==> src/rtl/hazard_ctrl_pkg.sv <==
// hazard_ctrl_pkg: shared FSM state encodings for the hazard/stall controller
package hazard_ctrl_pkg;
    typedef enum logic [1:0] {
        HC_IDLE    = 2'd0,
        HC_MD_BUSY = 2'd1,
        HC_MD_DONE = 2'd2
    } hc_state_e;
endpackage

==> src/rtl/hazard_detect.sv <==
// hazard_detect: combinational load-use compare between the EX load and the ID source registers
module hazard_detect (
    input  logic [4:0] ID_rs1,
    input  logic [4:0] ID_rs2,
    input  logic       ID_use_rs1,
    input  logic       ID_use_rs2,
    input  logic [4:0] EX_rd,
    input  logic       EX_memread,
    output logic       load_use
);
    assign load_use = EX_memread && EX_rd != 5'd0 &&
                      ((ID_use_rs1 && EX_rd == ID_rs1) || (ID_use_rs2 && EX_rd == ID_rs2));
endmodule

==> src/rtl/hazard_ctrl.sv <==
// hazard_ctrl: load-use stall, branch flush, MUL/DIV freeze sequencing and stall-cycle counter
module hazard_ctrl
    import hazard_ctrl_pkg::*;
#(
    parameter int MD_LAT = 4,
    parameter int CNT_W  = 16
) (
    input  logic             clk_i,
    input  logic             rst_i,
    input  logic [4:0]       ID_rs1,
    input  logic [4:0]       ID_rs2,
    input  logic             ID_use_rs1,
    input  logic             ID_use_rs2,
    input  logic [4:0]       EX_rd,
    input  logic             EX_memread,
    input  logic             EX_muldiv,
    input  logic             EX_branch_taken,
    output logic             PC_write,
    output logic             IFID_write,
    output logic             IFID_flush,
    output logic             IDEX_write,
    output logic             IDEX_bubble,
    output logic             EXMEM_bubble,
    output logic             md_start,
    output logic             md_done,
    output logic [CNT_W-1:0] stall_cnt
);
    hc_state_e  state;
    logic [3:0] md_cnt;
    logic       load_use, idle, branch, issue, lu_stall, freeze;

    hazard_detect u_detect (
        .ID_rs1     (ID_rs1),
        .ID_rs2     (ID_rs2),
        .ID_use_rs1 (ID_use_rs1),
        .ID_use_rs2 (ID_use_rs2),
        .EX_rd      (EX_rd),
        .EX_memread (EX_memread),
        .load_use   (load_use)
    );

    // Reset masks every request so the pipeline sees plain pass-through while rst_i is high.
    assign idle     = !rst_i && state == HC_IDLE;
    assign branch   = idle && EX_branch_taken;
    assign issue    = idle && !EX_branch_taken && EX_muldiv;
    assign lu_stall = idle && !EX_branch_taken && !EX_muldiv && load_use;
    assign freeze   = issue || (!rst_i && state == HC_MD_BUSY);

    assign PC_write     = !(freeze || lu_stall);
    assign IFID_write   = !(freeze || lu_stall);
    assign IFID_flush   = branch;
    assign IDEX_write   = !freeze;
    assign IDEX_bubble  = branch || lu_stall;
    assign EXMEM_bubble = freeze;
    assign md_start     = issue;
    assign md_done      = !rst_i && state == HC_MD_DONE;

    always_ff @(posedge clk_i) begin
        if (rst_i) begin
            state     <= HC_IDLE;
            md_cnt    <= 4'd0;
            stall_cnt <= '0;
        end else begin
            stall_cnt <= (!PC_write && !(&stall_cnt)) ? stall_cnt + 1'b1 : stall_cnt;
            case (state)
                HC_IDLE: begin
                    if (issue) begin
                        state  <= HC_MD_BUSY;
                        md_cnt <= 4'(MD_LAT - 3);
                    end
                end
                HC_MD_BUSY: begin
                    if (md_cnt == 4'd0) state <= HC_MD_DONE;
                    else md_cnt <= md_cnt - 4'd1;
                end
                default: state <= HC_IDLE;
            endcase
        end
    end
endmodule

==> config.mk <==
export PLATFORM = sky130hd
export DESIGN_NAME = hazard_ctrl
export DESIGN_NICKNAME = d
export VERILOG_FILES = /design/src/rtl/hazard_ctrl_pkg.sv /design/src/rtl/hazard_detect.sv /design/src/rtl/hazard_ctrl.sv
export SDC_FILE = /design/constraint.sdc
export NUM_CORES = 1
export LEC_CHECK = 0
export CAP_MARGIN = 30
export CELL_PAD_IN_SITES_DETAIL_PLACEMENT = 2
export CELL_PAD_IN_SITES_GLOBAL_PLACEMENT = 2
export CORE_MARGIN = 2
export CORE_UTILIZATION = 27
export CTS_CLUSTER_DIAMETER = 120
export DETAILED_ROUTE_END_ITERATION = 7
export PLACE_DENSITY = 0.89
export SYNTH_ARGS = -nofsm -noshare
export SYNTH_HDL_FRONTEND = slang
export SYNTH_SLANG_ARGS = --single-unit
==> constraint.sdc <==
create_clock -name clk_i -period 6 [get_ports clk_i]
set_input_delay 0.6 -clock clk_i [delete_from_list [all_inputs] [get_ports clk_i]]
set_output_delay 0.6 -clock clk_i [all_outputs]
set_load 0.1 [all_outputs]
==> results.cfg, run 1 <==
[run_status]
status = finished clean

[sta]
rsz0062_at_grt = no
layout_setup_ws_ns = 1.96
drv_slew = 0
setup-tns-final_ns = 0
max_freq_mhz = 248
min_period_over_period_pct = 67.3
period_needed_ns = 4.04
setup_viol = 0
finalHoldViolations = 0
slew-limit-headroom_pct = 32.4
fin_skew_ns = 0.00786
tightest_slew_ns = 1.01

[setup_path]
critPathRequiredTime_ns = 5.40
arrival_ns = 3.44
startpoint_type = input port
endpoint_kind = primary output
r2r_cells = 7
crit_type = in -> out
worstPathMaxFanout = 23

[detailed_routing]
ant_nets = 0
vias = 1388
vias_per_cell = 5.40
wl_um = 4350
drc = 0
drt_iter0_drc = 31
drtPass1Iterations = 4
drt-wirelength-per-cell_um = 16.9

[finish]
final-seq-area_sq_um = 440
layout-drive-gt1-share_pct = 5.91
fin_area_sq_um = 1890
final_common_cell = clkdlybuf4s50_1
diodes = 0
fill_cells = 533
final_cell_mix = 45 x clkdlybuf4s50_1, 22 x dfxtp_1, 15 x nor2_1, 11 x xnor2_1, 11 x nand2_1
finalNonFillerCells = 257
area_delta_synth_final_pct = 44.4
fin_nets = 228
multi_input_area_sq_um = 825

[grt]
grt_max_degree = 24
grt_pass1_vias = 1440
grt_pass1_wl_um = 6950
gr-total-overflow = 0
grt_usage_pct = 16.7
antenna_found_initial = 0

[clock_network]
clock-root-buffer = clkbuf_8
insertion_delay_ns = 0.27
hold_buffers = 0
htreeDepth = 1
clk_pin_slew_ns = 0.09
clk_path_buf_depth = 2
cts.repair.resized = 0
post_cts_buffers = 0
cts_buffers = 3
cts_sinks = 22
cts_tree = yes

[pwr]
p_switching_uw = 100
swShare_pct = 27.3
p_per_area_nw_per_um2 = 194
p_leak_nw = 0.635
seqPwrFrac_pct = 41.0
pwr-share-clk_pct = 38.3
combPwrFrac_pct = 20.7
internal_power_uw = 267
max-vdd-ir-drop_mv = 0.0776

[die]
die_y_um = 73.6
io_pins = 46
core_sq_um = 4690
die_area_sq_um = 5420
initial_core_util_pct = 27.9
die_w_um = 73.6
std_cell_rows = 25

[yosys]
yosys_warnings = 0
synth.ff_latch_count = 22
synth_nets = 181
syn_inst = 157
synth-seq-area-share_pct = 33.7
synth_cell_types = 41
synthesis.area_sq_um = 1310
postSynthAreaPerCell_sq_um = 8.33

[job]
max-cap-violations = 0

[place]
placedInstanceArea_sq_um = 1820
pre_cts_ws_ns = 1.95
gp_congestion = 0.737
place_hpwl_um = 3330
place_inst = 253
port_buffers = 45

[hold_path]
hold_class = reg -> reg
whs_path_depth = 1
synth_stat cells:
library cell	count	area [sq um]
o31ai_1	3	22.5
xor2_1	6	52.6
o21bai_1	1	7.51
o22a_1	1	8.76
and4_1	2	17.5
o311ai_0	1	8.76
nand2_1	11	41.3
nor3b_1	2	15.0
nor2_1	15	56.3
buf_2	1	5.00
nor4b_1	2	17.5
or2_2	1	6.26
or4_1	4	30.0
inv_1	5	18.8
o21ai_0	5	25.0
o32ai_1	2	17.5
or3_1	6	37.5
ha_1	2	25.0
clkbuf_1	3	11.3
xnor2_1	11	96.3
and3_1	3	18.8
or4_4	1	11.3
mux2_2	2	22.5
o41ai_1	1	8.76
nor3_1	3	15.0
buf_4	1	7.51
nor2b_1	3	18.8
or2_1	1	6.26
a21oi_1	7	35.0
or3b_2	1	8.76
mux2i_1	2	20.0
nand4_1	8	50.1
o211a_1	1	10.0
dfxtp_1	22	440
nand3_1	6	30.0
and2_1	3	18.8
o31a_1	1	8.76
nor4b_2	1	15.0
o221ai_1	1	8.76
o21a_1	1	7.51
nand2b_1	4	25.0
cell type report:
cell class                      count  area share, %
Multi-Input combinational cell    125           43.7
Sequential cell                    22           23.3
Clock buffer                        3           2.19
Timing Repair Buffer               47           24.7
Clock inverter                      1           1.59
Tap cell                           54           3.58
Inverter                            5          0.994
through the flow:
| stage | hold slack (ns) | total power, mW | utilization, % |
|---|---|---|---|
| after floorplan | 0.501 | 0.200 | - |
| after global placement | 0.494 | 0.227 | 38.7 |
| after detailed placement | 0.495 | 0.229 | 38.7 |
| after CTS | 0.517 | 0.370 | 40.2 |
| after global routing | 0.556 | 0.381 | 40.2 |
| final | 0.506 | 0.367 | 40.2 |
sequential cells by signal, summed over array words and instances (netlist names):
name	cells
md_cnt	4
state	2
stall_cnt	16
per-layer routing:
| layer | global-route usage, % | share of wire, % |
|---|---|---|
| met5 | 0 | 0 |
| met4 | 3.64 | 0.76 |
| met2 | 30.0 | 50 |
| met3 | 3.29 | 4.8 |
| met1 | 20.4 | 44 |
power by group through the flow:
stage / registers, mW / logic, mW / clock network, mW
3_3_place_gp: 0.154 / 0.0733 / 0
4_1_cts: 0.150 / 0.0764 / 0.144
6_report: 0.150 / 0.0759 / 0.141
3_5_place_dp: 0.154 / 0.0753 / 0
2_1_floorplan: 0.155 / 0.0448 / 0
5_1_grt: 0.151 / 0.0807 / 0.149
critical path, cell delays in order:
cell             delay (ns)
clkdlybuf4s50_1        0.40
buf_4                  0.21
or2_1                  0.32
or4_4                  0.45
o32ai_1                0.25
clkdlybuf4s50_1        1.19
cells by family after synthesis:
| family | count (synthesis) | synth area share [%] |
|---|---|---|
| buffers and inverters | 10 | 3.25 |
| AO/OA/AOI/OAI | 25 | 12.9 |
| AND/OR/NAND/NOR | 77 | 33.6 |
| adder cells (fa/ha/maj) | 2 | 1.91 |
| flip-flops | 22 | 33.7 |
| multiplexers | 4 | 3.25 |
| XOR/XNOR | 17 | 11.4 |
final timing paths:
check / from / to / slack (ns)
max reg2reg: stall_cnt[0] / stall_cnt[10] / 3.66
min: stall_cnt[4] / stall_cnt[4] / 0.51
max: rst_i / IDEX_bubble / 1.96
min reg2reg: stall_cnt[4] / stall_cnt[4] / 0.51
No activity file was read; power rests on OpenSTA's default activity.
==> run 2: changes to the inputs <==
--- a/config.mk
+++ b/config.mk
@@ -9,10 +9,10 @@
 export CELL_PAD_IN_SITES_DETAIL_PLACEMENT = 2
 export CELL_PAD_IN_SITES_GLOBAL_PLACEMENT = 2
 export CORE_MARGIN = 2
-export CORE_UTILIZATION = 27
+export CORE_UTILIZATION = 22
 export CTS_CLUSTER_DIAMETER = 120
 export DETAILED_ROUTE_END_ITERATION = 7
-export PLACE_DENSITY = 0.89
+export PLACE_DENSITY = 0.79
 export SYNTH_ARGS = -nofsm -noshare
 export SYNTH_HDL_FRONTEND = slang
 export SYNTH_SLANG_ARGS = --single-unit
==> constraint.sdc (replaced) <==
create_clock -name clk_i -period 3.48 [get_ports clk_i]
set_input_delay 0.348 -clock clk_i [delete_from_list [all_inputs] [get_ports clk_i]]
set_output_delay 0.348 -clock clk_i [all_outputs]
set_load 0.1 [all_outputs]
==> results.cfg, run 2 (synthesized netlist as in run 1, its figures left out) <==
[run_status]
status = finished clean

[hold_path]
hold_class = reg -> reg
worstHoldStart = stall_cnt[15]

[setup_path]
r2r-start = stall_cnt[0]
arrival_ns = 2.15
timing.rr.end = stall_cnt[10]
worstPathMaxFanout = 6
rrSetupSlack_ns = 1.15
setup.worst_path.end = IFID_write
endpoint_kind = primary output
critPathRequiredTime_ns = 3.13
critPathSlowestCell = clkdlybuf4s50_1
critPathLaunch = EX_rd[1]
r2r_cells = 7
critPathMaxStageDelay_ns = 0.46
startpoint_type = input port
cp_cell_sequence = clkdlybuf4s50_1 > or3_1 > o31ai_1 > o31a_2 > buf_12
crit_type = in -> out

[grt]
grt_max_degree = 23
grt_usage_pct = 13.1
grt_pass1_vias = 1440
grt_pass1_wl_um = 6820
antenna_found_initial = 0
gr-total-overflow = 0

[pwr]
max-vdd-ir-drop_mv = 0.122
p_leak_nw = 0.668
p_per_area_nw_per_um2 = 299

[clock_network]
cts_buffers = 3
clock-root-buffer = clkbuf_8
insertion_delay_ns = 0.26
cts_tree = yes
cts.repair.resized = 0
clk_path_buf_depth = 2
post_cts_buffers = 0
htreeDepth = 1
clk_pin_slew_ns = 0.08
hold_buffers = 0
cts_sinks = 22

[detailed_routing]
wl_met2_um = 2010
met1_length_um = 1780
drt-wirelength-per-cell_um = 14.3
vias_per_cell = 4.85
drt_iter0_drc = 50
wl_um = 3990
wl_met3_um = 169
highest_layer = met4
drc = 0
ant_nets = 0
drtPass1Iterations = 4
vias = 1352

[place]
port_buffers = 45
gp_congestion = 0.717
place_hpwl_um = 3150

[sta]
min_period_over_period_pct = 71.9
max_freq_mhz = 400
fin_skew_ns = 0.00189
setup_viol = 0
hold_slack_ns = 0.504
tightest_slew_ns = 0.975
finalHoldViolations = 0
slew-limit-headroom_pct = 34.8
setup-tns-final_ns = 0
period_needed_ns = 2.50
drv_slew = 0
rsz0062_at_grt = no

[die]
std_cell_rows = 28
die_w_um = 81.1
initial_core_util_pct = 22.5
die_area_sq_um = 6580
io_pins = 46
core_sq_um = 5820
die_y_um = 81.1

[finish]
final_cell_mix = 37 x clkdlybuf4s50_1, 22 x dfxtp_1, 15 x nor2_1, 11 x xnor2_1, 11 x nand2_1
diodes = 0
final_core_util_pct = 33.6
area_delta_synth_final_pct = 49.4
largest_register_ffs = 16
fill_cells = 688
largest_register = stall_cnt
layout-drive-gt1-share_pct = 11.3
fin_nets = 229
final_common_cell = clkdlybuf4s50_1
reg_top3 = stall_cnt x16, md_cnt x4, state x2

[job]
max-cap-violations = 0
[run 2: changes by cell type in the layout (fill, tap and decap cells not counted), sizes merged]
cell and change:
clkdlybuf4s50 -8, buf +9, bufinv -1, clkbuf +1
[run 2: worst min-delay path by stage]
| stage | slack (ns) | endpoint | cells after the start |
|---|---|---|---|
| 5_1_grt | 0.54 | stall_cnt[15] | 1 |
| 3_5_place_dp | 0.50 | stall_cnt[15] | 1 |
| 6_report | 0.50 | stall_cnt[15] | 1 |
| 2_1_floorplan | 0.50 | md_cnt[0] | 2 |
| 3_3_place_gp | 0.49 | stall_cnt[15] | 1 |
| 4_1_cts | 0.51 | stall_cnt[15] | 1 |
[run 2: through the flow]
stage	instances	power [mW]	instance area [sq um]	worst slack, ns
after global routing	279	0.618	1950	0.846
after floorplan	157	0.346	1330	0.248
after CTS	279	0.597	1950	0.939
final	279	0.584	1950	0.977
after global placement	275	0.402	1900	0.815
after detailed placement	275	0.404	1900	0.777
[run 2: cell type report]
class                      instances  area (sq um)  share of cell area (%)
inverter                           5          18.8                   0.961
clock buffer                       4          55.1                    2.82
sequential                        22           440                    22.5
tap                               75          93.8                    4.80
multi-input combinational        125           842                    43.1
timing repair buffer              48           503                    25.8
[run 2: power by group]
group          leakage [nW]  internal, mW  switching (mW)
Sequential            0.178         0.255         0.00405
Clock                0.0288         0.101          0.0862
Combinational         0.461        0.0577          0.0800
Total                 0.668         0.414           0.170
[run 2: worst max-delay path: cells and delay by family]
family,cells,cell delay (ns)
AOI/OAI and AO/OA,2,0.71
buffers and inverters,2,0.66
and+or+nand+nor,1,0.43
[run 2: per-layer routing]
metal / vias to the layer above / GRT usage, %
li1: 663 / -
met1: 660 / 16.2
met2: 24 / 23.0
met3: 5 / 3.00
met4: 0 / 3.05
met5: - / 0
==> run 3: changes to the inputs <==
--- a/config.mk
+++ b/config.mk
@@ -9,10 +9,10 @@
 export CELL_PAD_IN_SITES_DETAIL_PLACEMENT = 2
 export CELL_PAD_IN_SITES_GLOBAL_PLACEMENT = 2
 export CORE_MARGIN = 2
-export CORE_UTILIZATION = 22
+export CORE_UTILIZATION = 25
 export CTS_CLUSTER_DIAMETER = 120
 export DETAILED_ROUTE_END_ITERATION = 7
-export PLACE_DENSITY = 0.79
+export PLACE_DENSITY = 0.84
 export SYNTH_ARGS = -nofsm -noshare
 export SYNTH_HDL_FRONTEND = slang
 export SYNTH_SLANG_ARGS = --single-unit
==> constraint.sdc (replaced) <==
create_clock -name clk_i -period 2.4 [get_ports clk_i]
set_input_delay 0.24 -clock clk_i [delete_from_list [all_inputs] [get_ports clk_i]]
set_output_delay 0.24 -clock clk_i [all_outputs]
set_load 0.1 [all_outputs]
==> results.cfg, run 3 (synthesized netlist as in run 1, its figures left out) <==
[run_status]
status = finished clean

[finish]
reg_top3 = stall_cnt x16, md_cnt x4, state x2
largest_register_ffs = 16
fin_nets = 240
diodes = 0
final_common_cell = buf_4
final_cell_mix = 30 x buf_4, 19 x clkdlybuf4s50_1, 15 x nor2_1, 13 x dfxtp_1, 11 x nand2_1
final-seq-area_sq_um = 469
multi_input_area_sq_um = 900
final_core_util_pct = 42.1
fill_cells = 603
layout-drive-gt1-share_pct = 31.2
area_delta_synth_final_pct = 63.3
largest_register = stall_cnt

[detailed_routing]
highest_layer = met4
wl_met3_um = 233
drtPass1Iterations = 4
drt_iter0_drc = 12
vias_per_cell = 5.01
vias = 1428
drt-wirelength-per-cell_um = 16.3
met1_length_um = 1960
wl_met2_um = 2360
ant_nets = 0
wl_um = 4650
drc = 0

[pwr]
power_uw = 872
p_per_area_nw_per_um2 = 409
max-vdd-ir-drop_mv = 0.199
p_leak_nw = 0.805

[setup_path]
critPathSlowestCell = clkdlybuf4s50_1
arrival_ns = 2.08
startpoint_type = input port
critPathRequiredTime_ns = 2.16
timing.critical_path.max_delay_family = buffers and inverters
endpoint_kind = primary output
crit_type = in -> out
critPathLaunch = EX_rd[0]
worstPathMaxFanout = 4
r2r-start = stall_cnt[0]
critPathMaxStageDelay_ns = 0.50
cp_cell_sequence = clkdlybuf4s50_1 > or3_1 > o31ai_2 > o31a_2 > buf_4 > buf_12
crit_buf_inv = 3

[clock_network]
clock-root-buffer = clkbuf_8
post_cts_buffers = 0
insertion_delay_ns = 0.26
hold_buffers = 0
cts_tree = yes
htreeDepth = 1
clk_path_buf_depth = 2
cts_sinks = 22
clk_pin_slew_ns = 0.08
cts_buffers = 3

[sta]
finalHoldViolations = 0
period_needed_ns = 2.32
tightest_slew_ns = 0.544
setup_viol = 0
min_period_over_period_pct = 96.8
drv_slew = 0
max_freq_mhz = 431
hold_slack_ns = 0.478
slew-limit-headroom_pct = 63.7
fin_skew_ns = 0.00252

[place]
port_buffers = 45
gp_congestion = 0.713
place_hpwl_um = 3700

[die]
io_pins = 46
core_sq_um = 5070
initial_core_util_pct = 25.8
std_cell_rows = 26
die_area_sq_um = 5820
die_y_um = 76.3
die_w_um = 76.3

[grt]
grt_pass1_vias = 1565
grt_pass1_wl_um = 7840
antenna_found_initial = 0
grt_max_degree = 23
grt_usage_pct = 16.7
gr-total-overflow = 0

[hold_path]
worstHoldStart = stall_cnt[4]
hold_class = reg -> reg

[job]
max-cap-violations = 0
run 3: final timing paths:
path,cells after the start,endpoint,slack [ns]
worst max-delay path,6,IFID_write,0.08
worst min-delay path,1,stall_cnt[4],0.48
worst max register to register,7,stall_cnt[10],0.21
worst min register to register,1,stall_cnt[4],0.48
run 3: routing by layer:
layer / up-vias / GRT usage [%]
met5: - / 0
met3: 8 / 2.73
met1: 692 / 19.7
met2: 43 / 30.5
met4: 0 / 5.45
li1: 685 / -
run 3: metrics by stage:
step                cell area, sq um  TNS, ns  instances  worst slack [ns]
floorplan                       1400    -2.06        157            -0.308
CTS                             2110        0        285            0.0339
global placement                2050  -0.0835        281           -0.0585
global route                    2130  -0.0298        285           -0.0150
finish                          2130        0        285            0.0772
detailed placement              2050   -0.551        281            -0.114
run 3: what timing repair did:
action,in CTS,in global routing
pin swaps,0,1
cloned,0,0
endpoints found under the setup margin,2,4
gates resized for setup,1,5
run 3: final cells by class:
cell class                      count  share of cell area (%)
Sequential cell                    22                    22.0
Tap cell                           70                    4.10
Multi-Input combinational cell    125                    42.1
Clock buffer                        4                    2.58
Timing Repair Buffer               59                    28.1
Inverter                            5                    1.06
run 3: report_power, final:
group | total (mW) | switching [mW] | internal [mW]
sequential | 0.369 | 0.00683 | 0.363
clock | 0.270 | 0.123 | 0.146
combinational | 0.233 | 0.129 | 0.104
